`config.mk`:
```
export PLATFORM = sky130hd
export DESIGN_NAME = lsu_ctrl
export DESIGN_NICKNAME = d
export VERILOG_FILES = /design/src/rtl/lsu_ctrl.sv
export SDC_FILE = /design/constraint.sdc
export NUM_CORES = 1
export LEC_CHECK = 0
export BUFFER_PORTS_ARGS = -buffer_cell sky130_fd_sc_hd__buf_4
export CAP_MARGIN = 20
export CORE_ASPECT_RATIO = 1.5
export CORE_MARGIN = 4
export CORE_UTILIZATION = 57
export CTS_CLUSTER_SIZE = 8
export DETAILED_ROUTE_END_ITERATION = 7
export PLACE_DENSITY_LB_ADDON = 0.1
export SLEW_MARGIN = 20
export SYNTH_ARGS = -nofsm -noshare
export SYNTH_HDL_FRONTEND = slang
export SYNTH_SLANG_ARGS = --single-unit
```
`constraint.sdc`:
```
create_clock -name clk -period 3.6 [get_ports clk]
set_input_delay 0.72 -clock clk [delete_from_list [all_inputs] [get_ports clk]]
set_output_delay 0.72 -clock clk [all_outputs]
set_load 0.01 [all_outputs]
```
`src/rtl/lsu_ctrl.sv`:
```
// -----------------------------------------------------------------------------
// lsu_ctrl -- load/store unit controller between a CPU and a single-port,
// word-wide memory with combinational read and clocked write.
//
// A request is accepted only in IDLE. Byte and half accesses are little-endian
// lanes of a 32-bit word:
//   - loads extract the lane and sign/zero-extend it;
//   - sub-word stores do a read-modify-write (IDLE->RD->WR->DONE);
//   - word stores write directly (IDLE->WR->DONE).
// Misaligned or illegal requests go straight to DONE with err set. They never
// touch memory, m_addr or rdata.
//
// Ports:
//   clk      clock, rising edge
//   clrn     asynchronous active-low reset
//   req      access request (sampled in IDLE only)
//   wr       1 = store, 0 = load
//   size     00 byte, 01 half, 10 word, 11 illegal
//   sext     sign-extend sub-word loads
//   addr     CPU byte address
//   wdata    store data (low bits used for sub-word stores)
//   busy     0 only in IDLE
//   done     one-cycle completion pulse
//   err      error flag, valid with done
//   rdata    last load result
//   m_addr   word-aligned memory address
//   m_wdata  memory write data (merged word)
//   m_we     memory write enable (WR state only)
//   m_rdata  memory read data, combinational from m_addr
// -----------------------------------------------------------------------------
module lsu_ctrl (
    input  logic        clk,
    input  logic        clrn,
    input  logic        req,
    input  logic        wr,
    input  logic [1:0]  size,
    input  logic        sext,
    input  logic [31:0] addr,
    input  logic [31:0] wdata,
    output logic        busy,
    output logic        done,
    output logic        err,
    output logic [31:0] rdata,
    output logic [31:0] m_addr,
    output logic [31:0] m_wdata,
    output logic        m_we,
    input  logic [31:0] m_rdata
);

    typedef enum logic [1:0] {IDLE, RD, WR, DONE} state_t;

    localparam logic [1:0] SZ_BYTE = 2'b00;
    localparam logic [1:0] SZ_HALF = 2'b01;
    localparam logic [1:0] SZ_WORD = 2'b10;

    state_t      state, state_nxt;

    // Request fields captured at accept time.
    logic        wr_q;
    logic [1:0]  size_q;
    logic        sext_q;
    logic [1:0]  lane_q;
    logic [31:0] wdata_q;
    logic        err_q;
    logic [31:0] maddr_q;

    // Memory word captured on the RD exit edge; base for the store merge.
    logic [31:0] word_q;
    logic [31:0] rdata_q;

    logic        accept;
    logic        bad_req;
    logic [7:0]  ld_byte;
    logic [15:0] ld_half;
    logic [31:0] ld_val;
    logic [31:0] merged;

    assign accept = (state == IDLE) && req;

    // Classify the live request. size=11 is illegal; half/word accesses must
    // be naturally aligned.
    always_comb begin
        bad_req = 1'b0;
        case (size)
            SZ_HALF: bad_req = addr[0];
            SZ_WORD: bad_req = (addr[1:0] != 2'b00);
            SZ_BYTE: bad_req = 1'b0;
            default: bad_req = 1'b1;
        endcase
    end

    // NOTE: every signal driven here gets a default first so no path leaves it
    // unassigned, which would otherwise infer a latch.
    always_comb begin
        state_nxt = state;
        case (state)
            IDLE: begin
                if (req) begin
                    if (bad_req)
                        state_nxt = DONE;
                    else if (wr && (size == SZ_WORD))
                        state_nxt = WR;
                    else
                        state_nxt = RD;   // loads and sub-word stores read first
                end
            end
            RD:      state_nxt = wr_q ? WR : DONE;
            WR:      state_nxt = DONE;
            DONE:    state_nxt = IDLE;
            default: state_nxt = IDLE;
        endcase
    end

    // NOTE: sequential state uses non-blocking assignments so all registers
    // update together from pre-edge values, regardless of statement order.
    always_ff @(posedge clk or negedge clrn) begin
        if (!clrn)
            state <= IDLE;
        else
            state <= state_nxt;
    end

    // NOTE: only control and small data registers exist here; each is reset so
    // every output reads 0 during reset.
    always_ff @(posedge clk or negedge clrn) begin
        if (!clrn) begin
            wr_q    <= 1'b0;
            size_q  <= 2'b00;
            sext_q  <= 1'b0;
            lane_q  <= 2'b00;
            wdata_q <= '0;
            err_q   <= 1'b0;
            maddr_q <= '0;
            word_q  <= '0;
            rdata_q <= '0;
        end else begin
            if (accept) begin
                wr_q    <= wr;
                size_q  <= size;
                sext_q  <= sext;
                lane_q  <= addr[1:0];
                wdata_q <= wdata;
                err_q   <= bad_req;
                // Rejected requests leave the memory address untouched.
                if (!bad_req)
                    maddr_q <= {addr[31:2], 2'b00};
            end
            if (state == RD) begin
                word_q <= m_rdata;
                if (!wr_q)
                    rdata_q <= ld_val;
            end
        end
    end

    // Load lane extraction straight from the memory bus during RD.
    always_comb begin
        ld_byte = m_rdata[{lane_q, 3'b000} +: 8];
        ld_half = lane_q[1] ? m_rdata[31:16] : m_rdata[15:0];
        case (size_q)
            SZ_BYTE: ld_val = {{24{sext_q & ld_byte[7]}}, ld_byte};
            SZ_HALF: ld_val = {{16{sext_q & ld_half[15]}}, ld_half};
            default: ld_val = m_rdata;     // word loads ignore sext
        endcase
    end

    // Store merge: overwrite only the addressed lane of the captured word.
    always_comb begin
        merged = word_q;
        case (size_q)
            SZ_BYTE: merged[{lane_q, 3'b000} +: 8] = wdata_q[7:0];
            SZ_HALF: begin
                if (lane_q[1])
                    merged[31:16] = wdata_q[15:0];
                else
                    merged[15:0]  = wdata_q[15:0];
            end
            default: merged = wdata_q;
        endcase
    end

    // m_we is decoded from the state register so an asynchronous reset in WR
    // removes the write enable immediately.
    assign busy    = (state != IDLE);
    assign done    = (state == DONE);
    assign err     = (state == DONE) && err_q;
    assign m_we    = (state == WR);
    assign m_addr  = maddr_q;
    assign m_wdata = merged;
    assign rdata   = rdata_q;

endmodule

```
==> results.sh <==
export IMPL_status="completed"
export IMPL_htreeDepth=4
export IMPL_finClkSkew_ps=8.45
export IMPL_dp_hpwl_mm=15.8
export IMPL_globalRoute_totalOverflow=0
export IMPL_grt_max_degree=57
export IMPL_fmax_ghz=0.290
export IMPL_worstReg2RegStart="state[1]"
export IMPL_p_leak_uw=0.00429
export IMPL_die_h_um=146
export IMPL_final_min_clock_period_ps=3450
export IMPL_vias=5921
export IMPL_post_cts_setup_buffers=0
export IMPL_cpPeakStageDelay_ps=660
export IMPL_seqPwrFrac_pct=30.7
export IMPL_finalCritPeriodShare_pct=95.8
export IMPL_ys_flop_type="dfrtp_1"
export IMPL_syn_inst=594
export IMPL_drtIter0Drc=272
export IMPL_max_vdd_ir_drop_uv=568
export IMPL_wirelength_mm=21.5
export IMPL_cts_buffer_depth=2
export IMPL_r2r_slack_ps=1180
export IMPL_ys_warn_count=0
export IMPL_critPathKind="flip-flop to output port"
export IMPL_max_slew_margin_pct=28.5
export IMPL_drc=0
export IMPL_core_mm2=0.0124
export IMPL_start_kind="flip-flop"
export IMPL_p_sw_uw=3770
export IMPL_nets=892
export IMPL_endpoint="m_wdata[22]"
export IMPL_cp_cell_sequence="inv_1 > ha_1 > nor4bb_1 > a22oi_2 > o221ai_1 > buf_4"
export IMPL_synth_top_cell_by_area="dfrtp_1"
export IMPL_end_kind="output port"
export IMPL_n_antenna_cell=0
export IMPL_synth_distinct_cells=58
export IMPL_numCtsBuffers=17
export IMPL_fin_area_mm2=0.00936
export IMPL_worst_path_max_delay_cell="dfrtp_1"
export IMPL_grt_first_pass_wirelength_mm=33.6
export IMPL_cap_violations=0
export IMPL_clk_pin_slew_ps=60
export IMPL_synth_seq_cells=135
export IMPL_cp_max_fo=13
export IMPL_die_w_um=100
export IMPL_p_int_uw=5680
export IMPL_firstDrtPassIters=5
export IMPL_worstRegToRegCells=7
export IMPL_r2r_end="rdata[10]"
export IMPL_power_density_mw_per_mm2=1010
export IMPL_layout_drive_gt1_share_pct=50.4
export IMPL_post_cts_resized=0
export IMPL_pin_count=203
export IMPL_ys_seq_area_share_pct=46.7
export IMPL_core_rowCount=50
export IMPL_postPlaceCellArea_mm2=0.00877
export IMPL_cts_num_sinks=135
export IMPL_fillCellCount=830
export IMPL_combinationalPowerShare_pct=51.2
export IMPL_synthArstFlopShare_pct=100
export IMPL_cts_tree="done"
export IMPL_die_area_mm2=0.0146
export IMPL_finalHoldViolCount=0
export IMPL_crit_required_ps=2880
export IMPL_netlist_top_cells_area="dfrtp_1 47%, mux2_2 16%, and4b_1 3.2%"
export IMPL_pwr_share_clk_pct=18.1
export IMPL_grt_pass1_vias=6160
export IMPL_maxSlewViolCount=0
export IMPL_worst_slew_pin_slew_ps=1070
export IMPL_rsz0062_at_grt="false"
export IMPL_hold_class="primary input to async pin"
export IMPL_cts_root_buf="clkbuf_16"
export IMPL_yosysTopAreaCellShare_pct=46.7
export IMPL_critPathArrivalTime_ps=2730
export IMPL_start_util_pct=58.1
export IMPL_fin_setup_tns_ps=0
export IMPL_syn_area_per_cell_um2=12.2
export IMPL_wl_per_cell_um=22.7
export IMPL_via_per_inst=6.25
export IMPL_p_sw_share_pct=39.9
export IMPL_synthToLayoutAreaGrowth_pct=29.3
export IMPL_io_buffers=200
export IMPL_netlist_area_mm2=0.00723
export IMPL_antenna_found_initial=0
export IMPL_grtUsageTotal_pct=29.6
export IMPL_gp_congestion=0.942
export IMPL_ant_nets=0
export IMPL_cts_hold_buf=0
export IMPL_setup_viol=0
export IMPL_clk_insertion_delay_late_ps=410
export IMPL_setup_worst_path_start="lane_q[0]"
export IMPL_synth_edf_count=0
[stage by stage]
step           instances  hold slack, ps  util (%)  setup WS, ps  total power [uW]
3_5_place_dp         916             470      70.5           645              7700
6_report             948             354      75.1           151              9450
4_1_cts              948             363      75.1           183              9460
5_1_grt              948             396      75.1          67.8              9970
2_1_floorplan        595             424         -           940              5800
3_3_place_gp         916             457      70.5           741              7560
[power groups by stage]
stage	logic, uW	clock network, uW	registers [uW]
final	4840	1710	2900
after global routing	5190	1810	2970
after floorplan	3050	0	2740
after global placement	4710	0	2860
after CTS	4850	1730	2880
after detailed placement	4810	0	2890
[flip-flops by register name, summed over array words and instances (netlist names)]
register / cells
wdata_q: 32
wr_q: 1
err_q: 1
sext_q: 1
rdata: 32
state: 2
word_q: 32
lane_q: 2
size_q: 2
m_addr: 30
[logic make-up after synthesis]
| group | Yosys count | share of synthesized area (%) |
|---|---|---|
| compound gates | 144 | 16.2 |
| mux | 118 | 18.7 |
| other cells | 1 | 0.0518 |
| fa+ha+maj | 10 | 1.73 |
| flops | 135 | 46.7 |
| buf+inv | 67 | 5.15 |
| simple gates | 119 | 11.5 |
[worst max-delay path, delay by kind of cell (launching register included)]
kind / cells / cell delay (ps)
simple gates: 1 / 160
buf+inv: 2 / 460
flops: 1 / 660
fa+ha+maj: 1 / 410
compound gates: 2 / 620
[cell usage after synthesis, drive strengths merged (4+ instances only)]
library cell  instances
a22o                  8
and4b                23
and3b                 7
a32oi                 4
o221ai                8
mux2                117
nor2b                18
nor4bb                4
dfrtp               135
a221oi               30
a221o                 8
o21ai                20
nand2                27
a211oi               16
ha                   10
a22oi                 7
buf                  44
nor4                  5
nor2                 10
clkbuf                7
nor3                 10
inv                  16
o211ai                5
a21oi                28
[area by class of cell]
class / count / area (um2) / share of cell area [%]
flip-flops and latches: 135 / 3380 / 36.1
clock buffers: 18 / 429 / 4.59
repair buffers: 216 / 1630 / 17.5
clock inverters: 14 / 153 / 1.63
well taps: 156 / 195 / 2.09
inverters: 16 / 60.1 / 0.642
multi-input cells: 393 / 3500 / 37.5
[layer usage]
metal	part of all wire, %	global-route usage [%]	vias to the layer above
met4	3.5	13.5	0
met3	7.5	6.91	37
met1	37	34.9	2958
met5	0	0	-
met2	52	50.6	292
li1	-	-	2634
[cells in the final DEF (no fill, tap or decap), drive strengths merged, types with 2 or more instances in the layout]
master and count:
conb 2, clkinvlp 4, o221ai 8, nor2 10
a221o 8, clkinv 6, dfrtp 135, o211ai 5
bufinv 2, a211oi 16, nor4 5, inv 18
or2 2, a22oi 7, a22o 8, clkbuf 18
nor2b 18, o21ai 20, a32oi 4, a221oi 30
and4b 23, and2 2, mux2 117, nor4bb 4
and3b 7, o22ai 2, nand2 27, ha 10
o31ai 2, nor3 10, buf 216, nor3b 2
nand2b 2, a31oi 2, a21oi 28
[worst min path at each step]
stage,to,slack (ps),depth (start not counted)
global route,rdata[18],400,1
global placement,err_q,460,2
floorplan,err_q,420,0
detailed placement,err_q,470,2
finish,rdata[19],350,1
CTS,rdata[19],360,1
No activity file was read; power rests on OpenSTA's default activity.
